<file path="src/rtl/pipe_stall_ctrl_pkg.sv">
// Shared definitions for the pipeline stall controller and its multiply/divide timer.
package pipe_stall_ctrl_pkg;

   typedef enum logic [0:0] {
      IDLE = 1'b0,
      BUSY = 1'b1
   } md_state_t;

   localparam int unsigned MULT_CYCLES_DEF = 5;
   localparam int unsigned DIV_CYCLES_DEF  = 10;
   localparam int unsigned CNT_W           = 4;

   // Pick the busy latency for an issuing mult/div instruction.
   function automatic logic [CNT_W-1:0] md_latency(input logic is_div,
                                                   input logic [CNT_W-1:0] mult_cyc,
                                                   input logic [CNT_W-1:0] div_cyc);
      return is_div ? div_cyc : mult_cyc;
   endfunction

endpackage

</file>
<file path="src/rtl/pipe_stall_ctrl_md_timer.sv">
// Multiply/divide occupancy timer: loads a latency, counts it down while BUSY,
// and pulses done for one cycle after returning to IDLE.
module md_timer
   import pipe_stall_ctrl_pkg::*;
(
   input  logic             clk,
   input  logic             reset,
   input  logic             load,
   input  logic [CNT_W-1:0] load_val,
   output logic             busy,
   output logic             done
);

   md_state_t        state_reg, state_next;
   logic [CNT_W-1:0] cnt_reg, cnt_next;
   logic             done_reg, done_next;

   // load is only honoured from IDLE; a request while BUSY is the caller's error to flag.
   always_comb begin
      state_next = state_reg;
      cnt_next   = cnt_reg;
      done_next  = 1'b0;
      case (state_reg)
         IDLE: begin
            if (load) begin
               cnt_next   = load_val;
               state_next = BUSY;
            end
         end
         BUSY: begin
            cnt_next = cnt_reg - CNT_W'(1);
            if (cnt_reg == CNT_W'(1)) begin
               state_next = IDLE;
               done_next  = 1'b1;
            end
         end
         default: begin
            state_next = IDLE;
            cnt_next   = '0;
         end
      endcase
   end

   always_ff @(posedge clk or posedge reset) begin
      if (reset) begin
         state_reg <= IDLE;
         cnt_reg   <= '0;
         done_reg  <= 1'b0;
      end else begin
         state_reg <= state_next;
         cnt_reg   <= cnt_next;
         done_reg  <= done_next;
      end
   end

   assign busy = (state_reg == BUSY);
   assign done = done_reg;

endmodule

</file>
<file path="src/rtl/pipe_stall_ctrl.sv">
// Pipeline stall controller: combines load-use and mult/div hazards into PC/FD
// enables and a D/E flush, tracks mult/div occupancy and counts stalled cycles.
module pipe_stall_ctrl
   import pipe_stall_ctrl_pkg::*;
#(
   parameter int unsigned MULT_CYCLES = MULT_CYCLES_DEF,
   parameter int unsigned DIV_CYCLES  = DIV_CYCLES_DEF
)(
   input  logic        clk,
   input  logic        reset,
   input  logic        e_md_start,
   input  logic        e_md_is_div,
   input  logic        d_md_use,
   input  logic        d_load_use,
   output logic        md_busy,
   output logic        md_done,
   output logic        pc_en,
   output logic        fd_en,
   output logic        de_flush,
   output logic        md_err,
   output logic [31:0] stall_cnt
);

   localparam logic [CNT_W-1:0] MULT_LD = CNT_W'(MULT_CYCLES);
   localparam logic [CNT_W-1:0] DIV_LD  = CNT_W'(DIV_CYCLES);

   logic             stall;
   logic             timer_load;
   logic [CNT_W-1:0] timer_val;
   logic             md_err_reg, md_err_next;
   logic [31:0]      stall_cnt_reg, stall_cnt_next;

   // A start that lands while busy (including the final busy cycle) never reloads.
   assign timer_load = e_md_start & ~md_busy;
   assign timer_val  = md_latency(e_md_is_div, MULT_LD, DIV_LD);

   md_timer u_md_timer (
      .clk      (clk),
      .reset    (reset),
      .load     (timer_load),
      .load_val (timer_val),
      .busy     (md_busy),
      .done     (md_done)
   );

   // The issuing cycle counts as a hazard so the dependent D-stage op waits too.
   assign stall    = d_load_use | (d_md_use & (md_busy | e_md_start));
   assign pc_en    = ~stall;
   assign fd_en    = ~stall;
   assign de_flush = stall;

   always_comb begin
      md_err_next    = md_err_reg | (e_md_start & md_busy);
      stall_cnt_next = stall_cnt_reg;
      if (stall && (stall_cnt_reg != 32'hFFFF_FFFF)) begin
         stall_cnt_next = stall_cnt_reg + 32'd1;
      end
   end

   always_ff @(posedge clk or posedge reset) begin
      if (reset) begin
         md_err_reg    <= 1'b0;
         stall_cnt_reg <= '0;
      end else begin
         md_err_reg    <= md_err_next;
         stall_cnt_reg <= stall_cnt_next;
      end
   end

   assign md_err    = md_err_reg;
   assign stall_cnt = stall_cnt_reg;

endmodule

</file>
<file path="config.mk">
export PLATFORM = sky130hd
export DESIGN_NAME = pipe_stall_ctrl
export DESIGN_NICKNAME = d
export VERILOG_FILES = /design/src/rtl/pipe_stall_ctrl_pkg.sv /design/src/rtl/pipe_stall_ctrl_md_timer.sv /design/src/rtl/pipe_stall_ctrl.sv
export SDC_FILE = /design/constraint.sdc
export NUM_CORES = 1
export LEC_CHECK = 0
export ABC_AREA = 1
export BUFFER_PORTS_ARGS = -buffer_cell sky130_fd_sc_hd__buf_2
export CORE_UTILIZATION = 25
export CTS_CLUSTER_SIZE = 20
export DETAILED_ROUTE_END_ITERATION = 6
export GPL_TIMING_DRIVEN = 0
export HOLD_SLACK_MARGIN = 0.03
export SYNTH_ARGS = -nofsm -noshare
export SYNTH_HDL_FRONTEND = slang
export SYNTH_SLANG_ARGS = --single-unit
</file>
<file path="constraint.sdc">
create_clock -name clk -period 3.2 [get_ports clk]
set_input_delay 0.16 -clock clk [delete_from_list [all_inputs] [get_ports clk]]
set_output_delay 0.16 -clock clk [all_outputs]
set_load 0.03 [all_outputs]
</file>
After elaboration in Yosys (flattened, before gate mapping). Cells that the tools add are included. W data, S select, Z words.

Word-level logic and storage cells: 27. Register bits after elaboration: 39. Input bits: 6.

Equality and inequality tests: 3. Reduce and logical (&&, ||, !) cells: 1. Mux-type cells: 8. Bitwise gates (word level): 8. Add/subtract/negate cells: 2.

Operators with widths (count): $add A32 B1 Y32 const B (1); $ne A32 B32 Y1 const B (1); $mux W4 (2); $pmux W4 S2 (1); $eq A4 B1 Y1 const B (1); $mux W1 (4); $sub A4 B1 Y4 const B (1); $and A1 B1 Y1 (3); $or A1 B1 Y1 (3); $ne A2 B2 Y1 const B (1); $not A1 Y1 (2); $pmux W1 S2 (1); $logic_and A1 B1 Y1 (1).

Longest topological paths before layout. Gate-level depths: netlist of run 1.

Depth in word-level cells: 4. Gate-level depth with buffers: 11.

By module. From an unflattened synthesis of run 1, not the netlist that was laid out.

Cell total of the unflattened synthesis: 416. Area total of the unflattened synthesis: 2661.3 um^2.

Modules (own cells, without submodules): pipe_stall_ctrl (instances 1, seq. area each 825.8 um^2, area an instance 2336.0 um^2, cells each 374); md_timer (instances 1, seq. area each 150.1 um^2, area an instance 325.3 um^2, cells each 42).

Worst setup path before layout of run 1. OpenSTA, ideal clock, no wires.

Kind: reg2reg. Start: reg u_md_timer.state_reg, in the netlist u_md_timer.busy. End: reg stall_cnt_reg[28], in the netlist stall_cnt[28]. Data arrival time: 1.710 ns. Clock period less this slack: 1.828 ns. Path slack: 1.372 ns. Required time: 3.082 ns. Cell stages (with the launch flop): 10. Path through: dfrtp_1 inv_1 nand2_2 nand2_1 nand2_4 inv_1 nor2_2 nand3_1 nand2_1 nand2_1.

Longest elaborated chain between the ends: 4.

RTL lines: from (decl) (line pipe_stall_ctrl_md_timer.sv:14) `md_state_t state_reg, state_next;`; from (signal assigned) (line pipe_stall_ctrl_md_timer.sv:50) `state_reg <= state_next;`; $or A1 B1 Y1 (line pipe_stall_ctrl.sv:47) `assign stall = d_load_use | (d_md_use & (md_busy | e_md_start));`; $and A1 B1 Y1 (line pipe_stall_ctrl.sv:47); $or A1 B1 Y1 (line pipe_stall_ctrl.sv:47); net de_flush (line pipe_stall_ctrl.sv:19) `output logic de_flush,`; $logic_and A1 B1 Y1 (line pipe_stall_ctrl.sv:55) `if (stall && (stall_cnt_reg != 32'hFFFF_FFFF)) begin`; to (signal assigned) (line pipe_stall_ctrl.sv:66) `stall_cnt_reg <= stall_cnt_next;`; to (decl) (line pipe_stall_ctrl.sv:31) `logic [31:0] stall_cnt_reg, stall_cnt_next;`.

The timed path passes the listed nets, and every way through them passes these cells. A chain may end at the register's enable or synchronous reset.

Worst setup path after layout of run 1.
Start: reg u_md_timer.state_reg, in the netlist u_md_timer.busy. End: out pc_en.

Longest elaborated chain between the ends: 4.

RTL lines: $or A1 B1 Y1 (line pipe_stall_ctrl.sv:47); $and A1 B1 Y1 (line pipe_stall_ctrl.sv:47); $or A1 B1 Y1 (line pipe_stall_ctrl.sv:47); $not A1 Y1 (line pipe_stall_ctrl.sv:48) `assign pc_en = ~stall;`; to (decl) (line pipe_stall_ctrl.sv:17) `output logic pc_en,`.

Every way passes these cells.

==> results by stage, run 1 <==
Setup path:
- Walking the worst path, the cells encountered are inv_1 -> nand2_2 -> nand2_1 -> nand2_4 -> inv_1 -> buf_4 -> buf_2.
- The maximum fanout encountered on the critical timing path is 6.
- Among the stages of the critical path, the cell type that occurs most often is sky130_fd_sc_hd__inv_1.
- Among cell families on the critical path, the largest total delay comes from buffers and inverters.
- The worst path arrival time is about 1.8 ns.
- The count of cells along the worst register-to-register path is 11.
- The worst stage delay on the critical path is between 0.4 and 0.5 ns.
- The startpoint of the worst register-to-register path is stall_cnt[0].
- The slowest stage of the critical path is the sky130_fd_sc_hd__dfrtp_1 cell.
- The sum of buffers and inverters on the critical path is 4.
- Data on the critical path is required at its endpoint by ~3.0 ns.
- The capturing element type of the critical path is an output pin.
- The type of the worst setup path is reg -> out.
- STA classifies the critical path startpoint as a flip-flop.
- The endpoint identified for the worst register-to-register timing path is stall_cnt[11].
- The worst register-to-register path has a setup slack of 1.40 ns.

Place:
- At the end of routability-driven placement, the weighted congestion stood at 0.9044.
- The count of buffers from port buffering is 43.
- Summed over all nets, the half-perimeter wirelength after detailed placement is 5019 um.

Timing:
- The setup TNS is 0 ns.
- The relative slew slack is between 40% and 50%.
- The minimum period implied by the final worst setup slack is just under 2 ns.
- Setup violations remaining at the end of the flow were counted as 0.
- The final hold violation count came to 0.
- Static timing analysis puts the maximum clock frequency at between 500 and 600 MHz.
- Setup repair after global routing left no endpoint under its margin.
- Hold is met by ~0.0053 ns.
- The number of max-slew violations in the final report is 0.
- For the pin with the worst max-slew slack, the measured transition is around 0.82 ns.
- The share of the clock period used by the worst path after layout is 61.14%.
- Clock skew on the completed layout was measured at roughly 0.013 ns.

Die:
- The vertical die dimension is between 100 and 150 um.
- The standard cell core area is ~10000 sq um.
- The horizontal die dimension is 102.2 um.
- For this configuration, the core starts out at a cell density of about 26%.
- The top-level port count is 44.
- The floorplan step defined a die boundary enclosing 10,440 sq um.
- The floorplan has 36 rows.

GRT:
- The number of global-route vias before repair is about 2,300.
- Entering global routing, the biggest net connects 40 pins.
- The number of antenna violations at the first check in global routing is 0.
- The wire length of the first global-routing pass is roughly 11,000 um.
- The global-route total usage across every layer is a little over an eighth.
- The final global-route overflow total is 0.

Status:
- The flow ran to the end, and the final reports show no timing, DRC or antenna violations.

Clocking:
- The H-tree was split into 2 levels.
- The number of CTS-inserted buffers is 5.
- The number of buffers between clock root and the deepest sink is 2.
- Hold repair after CTS inserted 0 buffers.
- The total setup buffers inserted after CTS is 0.
- The CTS tree is done.
- The number of sinks handled by clock tree synthesis is 39.
- Clock-pin slew was measured on the worst setup and hold paths at 0.09 ns.
- The cell at the root of the clock tree is sky130_fd_sc_hd__clkbuf_8.
- The later pin in the worst-skew pair is clocked with a latency of approximately 0.3 ns.
- Gates resized during post-CTS repair numbered 0.

Yosys:
- The number of nets produced by synthesis is between 300 and 400.
- The post-synthesis xor/xnor area fraction is under 10%.
- Of the total synthesized cell area, the portion taken by AND, OR, NAND and NOR gates is a little under half.
- Counting flops and latches in the post-synthesis netlist gives 39.
- The netlist area before placement is around 2500 sq um.
- By area, the combinational part of the netlist is dominated by simple AND/OR/NAND/NOR gates.
- The count of distinct cell types in the synthesized netlist is 27.
- Sequential elements use approximately 40% of the synthesized area.
- Measured against the total synthesized area, the mux share comes to 0%.
- The synthesized netlist devotes about 2.7% of its cell area to compound gates.
- The gate count after technology mapping is around 370.
- Each instance of the synthesized netlist takes up on average just under 7 sq um.
- Yosys printed 0 warnings.
- Of the total synthesized cell area, the portion taken by full adders, half adders and majority gates is under 10%.

Power:
- The worst IR drop on VDD is approximately 140 uV.
- In this run the power density over the cells is between 500 and 600 nW/um^2.
- The leakage power figure is 1.471 nW.

Detailed routing:
- The count of nets left with antenna violations once routing finished came out at 0.
- The starting DRC count in detailed routing is between 100 and 150.
- The post-detailed-route DRC marker count is 0.
- The total number of vias is ~2,400.
- The routed design has approximately 6400 um of wire.
- The number of vias per cell after detailed routing is ~4.3.
- Dividing the detail-routed wire length by the instance count gives around 12 um.
- The number of iterations in the first detailed-routing pass is 4.

Final layout:
- The fraction of layout instances using a drive strength above 1 is roughly 18%.
- Relative to the synthesized area, the layout overhead comes to 19.84%.
- The flip-flop count of the largest register, all copies and words added is 32.
- 0 antenna diodes ended up in the layout.
- The number of nets in the layout is approximately 430.
- Counting the fill cells in the layout gives between 1,000 and 1,500.

Min path:
- The type of the worst min-delay path is in -> async.

Job:
- Max-cap violations in this run came to 0.
-- logic make-up after synthesis --
kind of cell | count (synthesis)
and+or+nand+nor | 259
DFF | 39
xor gates and xnor gates | 12
adders and majority gates | 3
AOI/OAI and AO/OA | 13
buffers and inverters | 41
-- routing by layer --
metal | vias up | share of wire (%) | global-route usage (%)
li1 | 1228 | - | -
met4 | 0 | 1.2 | 3.626
met3 | 6 | 4.6 | 2.941
met5 | - | 0 | 0
met1 | 1111 | 46 | 16.28
met2 | 43 | 48 | 23.49
-- how the worst max path moves through the flow --
stage / from / endpoint / slack [ns] / cells after the start
2_1_floorplan: u_md_timer.busy / stall_cnt[28] / 1.37 / 9
3_3_place_gp: stall_cnt[0] / stall_cnt[11] / 1.42 / 11
3_5_place_dp: stall_cnt[0] / stall_cnt[4] / 1.39 / 11
4_1_cts: u_md_timer.busy / pc_en / 1.23 / 7
5_1_grt: u_md_timer.busy / pc_en / 1.13 / 7
6_report: u_md_timer.busy / pc_en / 1.24 / 7
-- report_power, final --
part | internal (W) | switching (W)
Clock | 0.000237 | 0.000198
Sequential | 0.000565 | 0.0000785
Combinational | 0.000146 | 0.000294
Total | 0.000948 | 0.000571
-- cells in the mapped netlist, drive strengths merged --
library cell	count	share of area (%)
nand2	161	26
nor2	61	11
dfrtp	39	39
inv	35	5.3
nand3	18	3.6
o21ai	10	2.0
nand4	9	2.2
xor2	8	2.8
nand3b	7	2.1
buf	6	1.9
xnor2	4	1.4
ha	3	1.5
a21oi	2	0.40
nor3	2	0.60
and2	1	0.25
o21bai	1	0.30
-- through the flow --
stage | cells | setup slack [ns] | utilization [%] | total power (W) | cell area, sq um
6_report | 551 | 1.244 | 30.92 | 0.001519 | 3008
5_1_grt | 551 | 1.129 | 30.92 | 0.001626 | 3008
4_1_cts | 551 | 1.230 | 30.92 | 0.001538 | 3008
3_5_place_dp | 543 | 1.394 | 29.72 | 0.001100 | 2892
3_3_place_gp | 543 | 1.419 | 29.72 | 0.001086 | 2892
2_1_floorplan | 367 | 1.372 | - | 0.0009763 | 2510
-- cell usage in the layout (no fill, tap or decap), types with 2 or more instances in the layout --
| cell type | instances |
|---|---|
| sky130_fd_sc_hd__inv_2 | 2 |
| sky130_fd_sc_hd__nor2_4 | 5 |
| sky130_fd_sc_hd__inv_1 | 32 |
| sky130_fd_sc_hd__ha_1 | 3 |
| sky130_fd_sc_hd__clkbuf_8 | 5 |
| sky130_fd_sc_hd__nand3_1 | 18 |
| sky130_fd_sc_hd__buf_6 | 2 |
| sky130_fd_sc_hd__nand3b_1 | 7 |
| sky130_fd_sc_hd__a21oi_1 | 2 |
| sky130_fd_sc_hd__nand4_1 | 9 |
| sky130_fd_sc_hd__nand2_1 | 156 |
| sky130_fd_sc_hd__nor2_1 | 52 |
| sky130_fd_sc_hd__dfrtp_1 | 39 |
| sky130_fd_sc_hd__xnor2_1 | 4 |
| sky130_fd_sc_hd__nor2_2 | 4 |
| sky130_fd_sc_hd__xor2_1 | 8 |
| sky130_fd_sc_hd__buf_4 | 2 |
| sky130_fd_sc_hd__buf_2 | 45 |
| sky130_fd_sc_hd__nand2_4 | 3 |
| sky130_fd_sc_hd__o21ai_0 | 9 |
-- final cells by class --
class | count | area [sq um] | share of cell area, %
Buffer | 6 | 47.55 | 1.581
Clock buffer | 5 | 68.82 | 2.288
Clock inverter | 3 | 47.55 | 1.581
Inverter | 35 | 133.9 | 4.451
Multi-Input combinational cell | 287 | 1353 | 44.97
Sequential cell | 39 | 975.9 | 32.45
Tap cell | 133 | 166.4 | 5.532
Timing Repair Buffer | 43 | 215.2 | 7.155
No activity file was read; power rests on OpenSTA's default activity.
==> inputs of run 2 (changes only) <==
==> constraint.sdc (replaced) <==
create_clock -name clk -period 1.9 [get_ports clk]
set_input_delay 0.095 -clock clk [delete_from_list [all_inputs] [get_ports clk]]
set_output_delay 0.095 -clock clk [all_outputs]
set_load 0.03 [all_outputs]
==> results by stage, run 2 (same netlist as run 1, synthesis figures left out) <==
Die:
- The vertical die dimension was 102.2 um (unchanged).
- The initial core utilization was 25.80% (unchanged).
- The horizontal die dimension was 102.2 um (unchanged).
- The area of the die was 10,440 sq um (unchanged).
- The number of standard-cell rows in the floorplan is 36 (unchanged).
- The top-level port count is 44 (unchanged).
- The standard cell core area is 9729 sq um (unchanged).

Setup path:
- Traced cell by cell, the critical path runs through ha_4 -> nand2_1 -> nor2_4 -> nand2_4 -> nor2_4 -> nand2_4 -> nand2_8 -> inv_4 -> buf_6 -> nand2_1 -> nand2_1.
- The cell repeated most along the worst path is sky130_fd_sc_hd__nand2_1.
- The critical path is of the reg -> reg type.
- The worst setup path is captured at a flip-flop.
- Among all stages on the critical path, the largest delay is contributed by sky130_fd_sc_hd__dfrtp_1.
- The startpoint of the worst setup timing path is stall_cnt[0].
- The startpoint of the worst register-to-register path is stall_cnt[0].
- The maximum fanout encountered on the critical timing path is 10 (+4).
- The worst path arrival time is 1.96 ns (+0.16 ns).
- The category of the worst setup path launch point is a flip-flop.
- The worst stage delay on the critical path is 0.45 ns (+0.02 ns).
- The worst path required time is 2.10 ns (-0.94 ns).

Detailed routing:
- The post-detailed-route DRC marker count is 0 (unchanged).
- The detailed-route wire length per cell came to 11.67 um (+0.85%).
- The wire length on met2 came to 3120 um (+1.8%).
- The starting DRC count in detailed routing came to 148 (+23%).
- The total number of vias is 2,423 (+1.5%).
- The number of iterations in the first detailed-routing pass is 4 (unchanged).
- The length of routed wiring on met1 is 2959 um (+0.61%).
- The number of vias per cell after detailed routing came to 4.350 (+0.37%).
- The routed wire length is 6500 um (+1.9%).
- The number of nets with antenna violations after detailed routing is 0 (unchanged).
- The met3 wire length is 347 um (+18%).
- The highest routing layer actually used is met4.

Job:
- The max-cap check violation count is 0 (unchanged).

Timing:
- The setup skew after layout is 0.01406 ns (+0.001091 ns).
- Setup repair after global routing left no endpoint under its margin.
- After layout, the minimum clock period comes to approximately 1.8 ns.
- The number of setup violations in the final report is 0 (unchanged).
- The slew at the pin closest to its max-slew limit came to 0.8211 ns (+0.003760 ns).
- The share of the clock period used by the worst path after layout is approximately 92%.
- The setup TNS is 0 ns (unchanged).
- Static timing analysis puts the maximum clock frequency at between 500 and 600 MHz.
- The relative slew slack was 45.18% (-0.25 points).
- The final hold violation count came to 0 (unchanged).
- The number of max-slew violations in the final report is 0 (unchanged).

Clocking:
- The cell at the root of the clock tree is sky130_fd_sc_hd__clkbuf_8.
- The CTS tree is done.
- The number of levels the H-tree was split into is 2 (unchanged).
- The number of sinks handled by clock tree synthesis is 39 (unchanged).
- The clock insertion delay at the later pin of the skew report is 0.30 ns (about the same).
- The number of buffers between clock root and the deepest sink came to 2 (unchanged).
- The clock-pin slew on the worst setup and hold paths was 0.09 ns (about the same).
- The number of CTS-inserted buffers came to 5 (unchanged).

Final layout:
- The number of fill cells in the layout came to 1,077 (-0.55%).
- The flip-flop count of the largest register, all copies and words added is 32 (unchanged).
- The synthesis-to-layout area growth is 22.38%.
- The fraction of layout instances using a drive strength above 1 is 19.34% (+1.4 points).
- The diode insertion count for antenna repair is 0 (unchanged).
- The count of placed standard cells in the final layout, fillers left out came to 557 (+1.1%).
- The top cell types in the final layout, fill and taps aside, are sky130_fd_sc_hd__nand2_1 (156), sky130_fd_sc_hd__nor2_1 (52), sky130_fd_sc_hd__buf_2 (45).
- The number of nets in the layout is 432 (+1.4%).
- The commonest non-fill, non-tap cell in the layout is sky130_fd_sc_hd__nand2_1.

GRT:
- The pin count of the biggest net entering global routing is 40 (unchanged).
- The number of antenna violations at the first check in global routing is 0 (unchanged).
- The wire length of the first global-routing pass is 10,750 um (+0.13%).
- The global-route total usage across every layer is 13.32% (+0.015 points).
- The final global-route overflow total is 0 (unchanged).
- The number of global-route vias before repair is 2,256 (+0.27%).

Min path:
- The startpoint identified for the worst hold timing path is e_md_start.
- The path class of the tightest hold or removal check is in -> reg.

Place:
- The number of placed cells counting well taps is 543 (unchanged).
- The weighted congestion at the end of routability-driven global placement is 0.9044 (unchanged).
- The count of buffers from port buffering is 43 (unchanged).
- The HPWL after detailed placement was 5019 um (unchanged).

Power:
- The worst IR drop on VDD is 241.5 uV (+72%).
- The leakage power figure came to 1.492 nW (+1.4%).
- The power per cell area is 854.2 nW/um^2 (+69%).

Status:
- The flow ran to the end, and the final reports show no timing, DRC or antenna violations.
run 2: cell count changes in the layout (fill, tap and decap cells not counted):
cell	delta
sky130_fd_sc_hd__buf_4	+5
sky130_fd_sc_hd__clkinvlp_4	+1
sky130_fd_sc_hd__dlygate4sd3_1	+1
sky130_fd_sc_hd__ha_1	-1
sky130_fd_sc_hd__ha_4	+1
sky130_fd_sc_hd__inv_1	-1
run 2: routing by layer:
layer / vias up / GRT usage, %
met1: 1125 / 16.28
met5: - / 0
li1: 1242 / -
met4: 0 / 3.626
met2: 50 / 23.54
met3: 6 / 2.941
run 2: path summary, 6_finish.rpt:
check | endpoint | slack, ns | cells after the start
min reg2reg | u_md_timer.done | 0.46 | 1
max reg2reg | stall_cnt[11] | 0.14 | 11
min in group asynchronous | stall_cnt[4] | 0.49 | 3
min | u_md_timer.cnt_reg[0] | 0.04 | 3
max | stall_cnt[11] | 0.14 | 11
max in group asynchronous | stall_cnt[17] | 0.88 | 3
run 2: cell type report:
cell class / count / area (sq um) / area share [%]
plain buffers: 6 / 47.55 / 1.548
inverters: 35 / 137.6 / 4.481
well taps: 133 / 166.4 / 5.418
repair buffers: 49 / 262.8 / 8.554
multi-input cells: 287 / 1365 / 44.44
flip-flops and latches: 39 / 975.9 / 31.77
clock buffers: 5 / 68.82 / 2.240
clock inverters: 3 / 47.55 / 1.548
run 2: metrics by stage:
step / area [sq um] / hold slack, ns / total power [W] / utilization (%) / setup slack, ns
2_1_floorplan: 2510 / 0.2338 / 0.001644 / - / 0.07192
3_3_place_gp: 2892 / 0.3439 / 0.001829 / 29.72 / 0.1189
3_5_place_dp: 2892 / 0.3206 / 0.001853 / 29.72 / 0.09448
4_1_cts: 3022 / 0.03487 / 0.002593 / 31.06 / 0.05519
5_1_grt: 3072 / 0.04125 / 0.002804 / 31.57 / 0.003600
6_report: 3072 / 0.03664 / 0.002624 / 31.57 / 0.1435
run 2: power breakdown:
group          internal, W  switching [W]
Clock             0.000398       0.000333
Combinational     0.000289       0.000510
Sequential        0.000952       0.000141
run 2: repair_timing:
| item | CTS | global route |
|---|---|---|
| gates resized for setup | 1 | 2 |
| pin swaps | 0 | 3 |
| hold buffers | 1 | 0 |
| endpoints found under the hold margin | 39 | 0 |
| setup buffers | 0 | 5 |
| setup endpoints to repair | 1 | 24 |
run 2: worst max-delay path: cells and delay by family, from the launching register on:
kind                       cells  cell delay, ns
buffers and inverters          2            0.20
adders and majority gates      1            0.18
and+or+nand+nor                8            0.83
DFF                            1            0.45
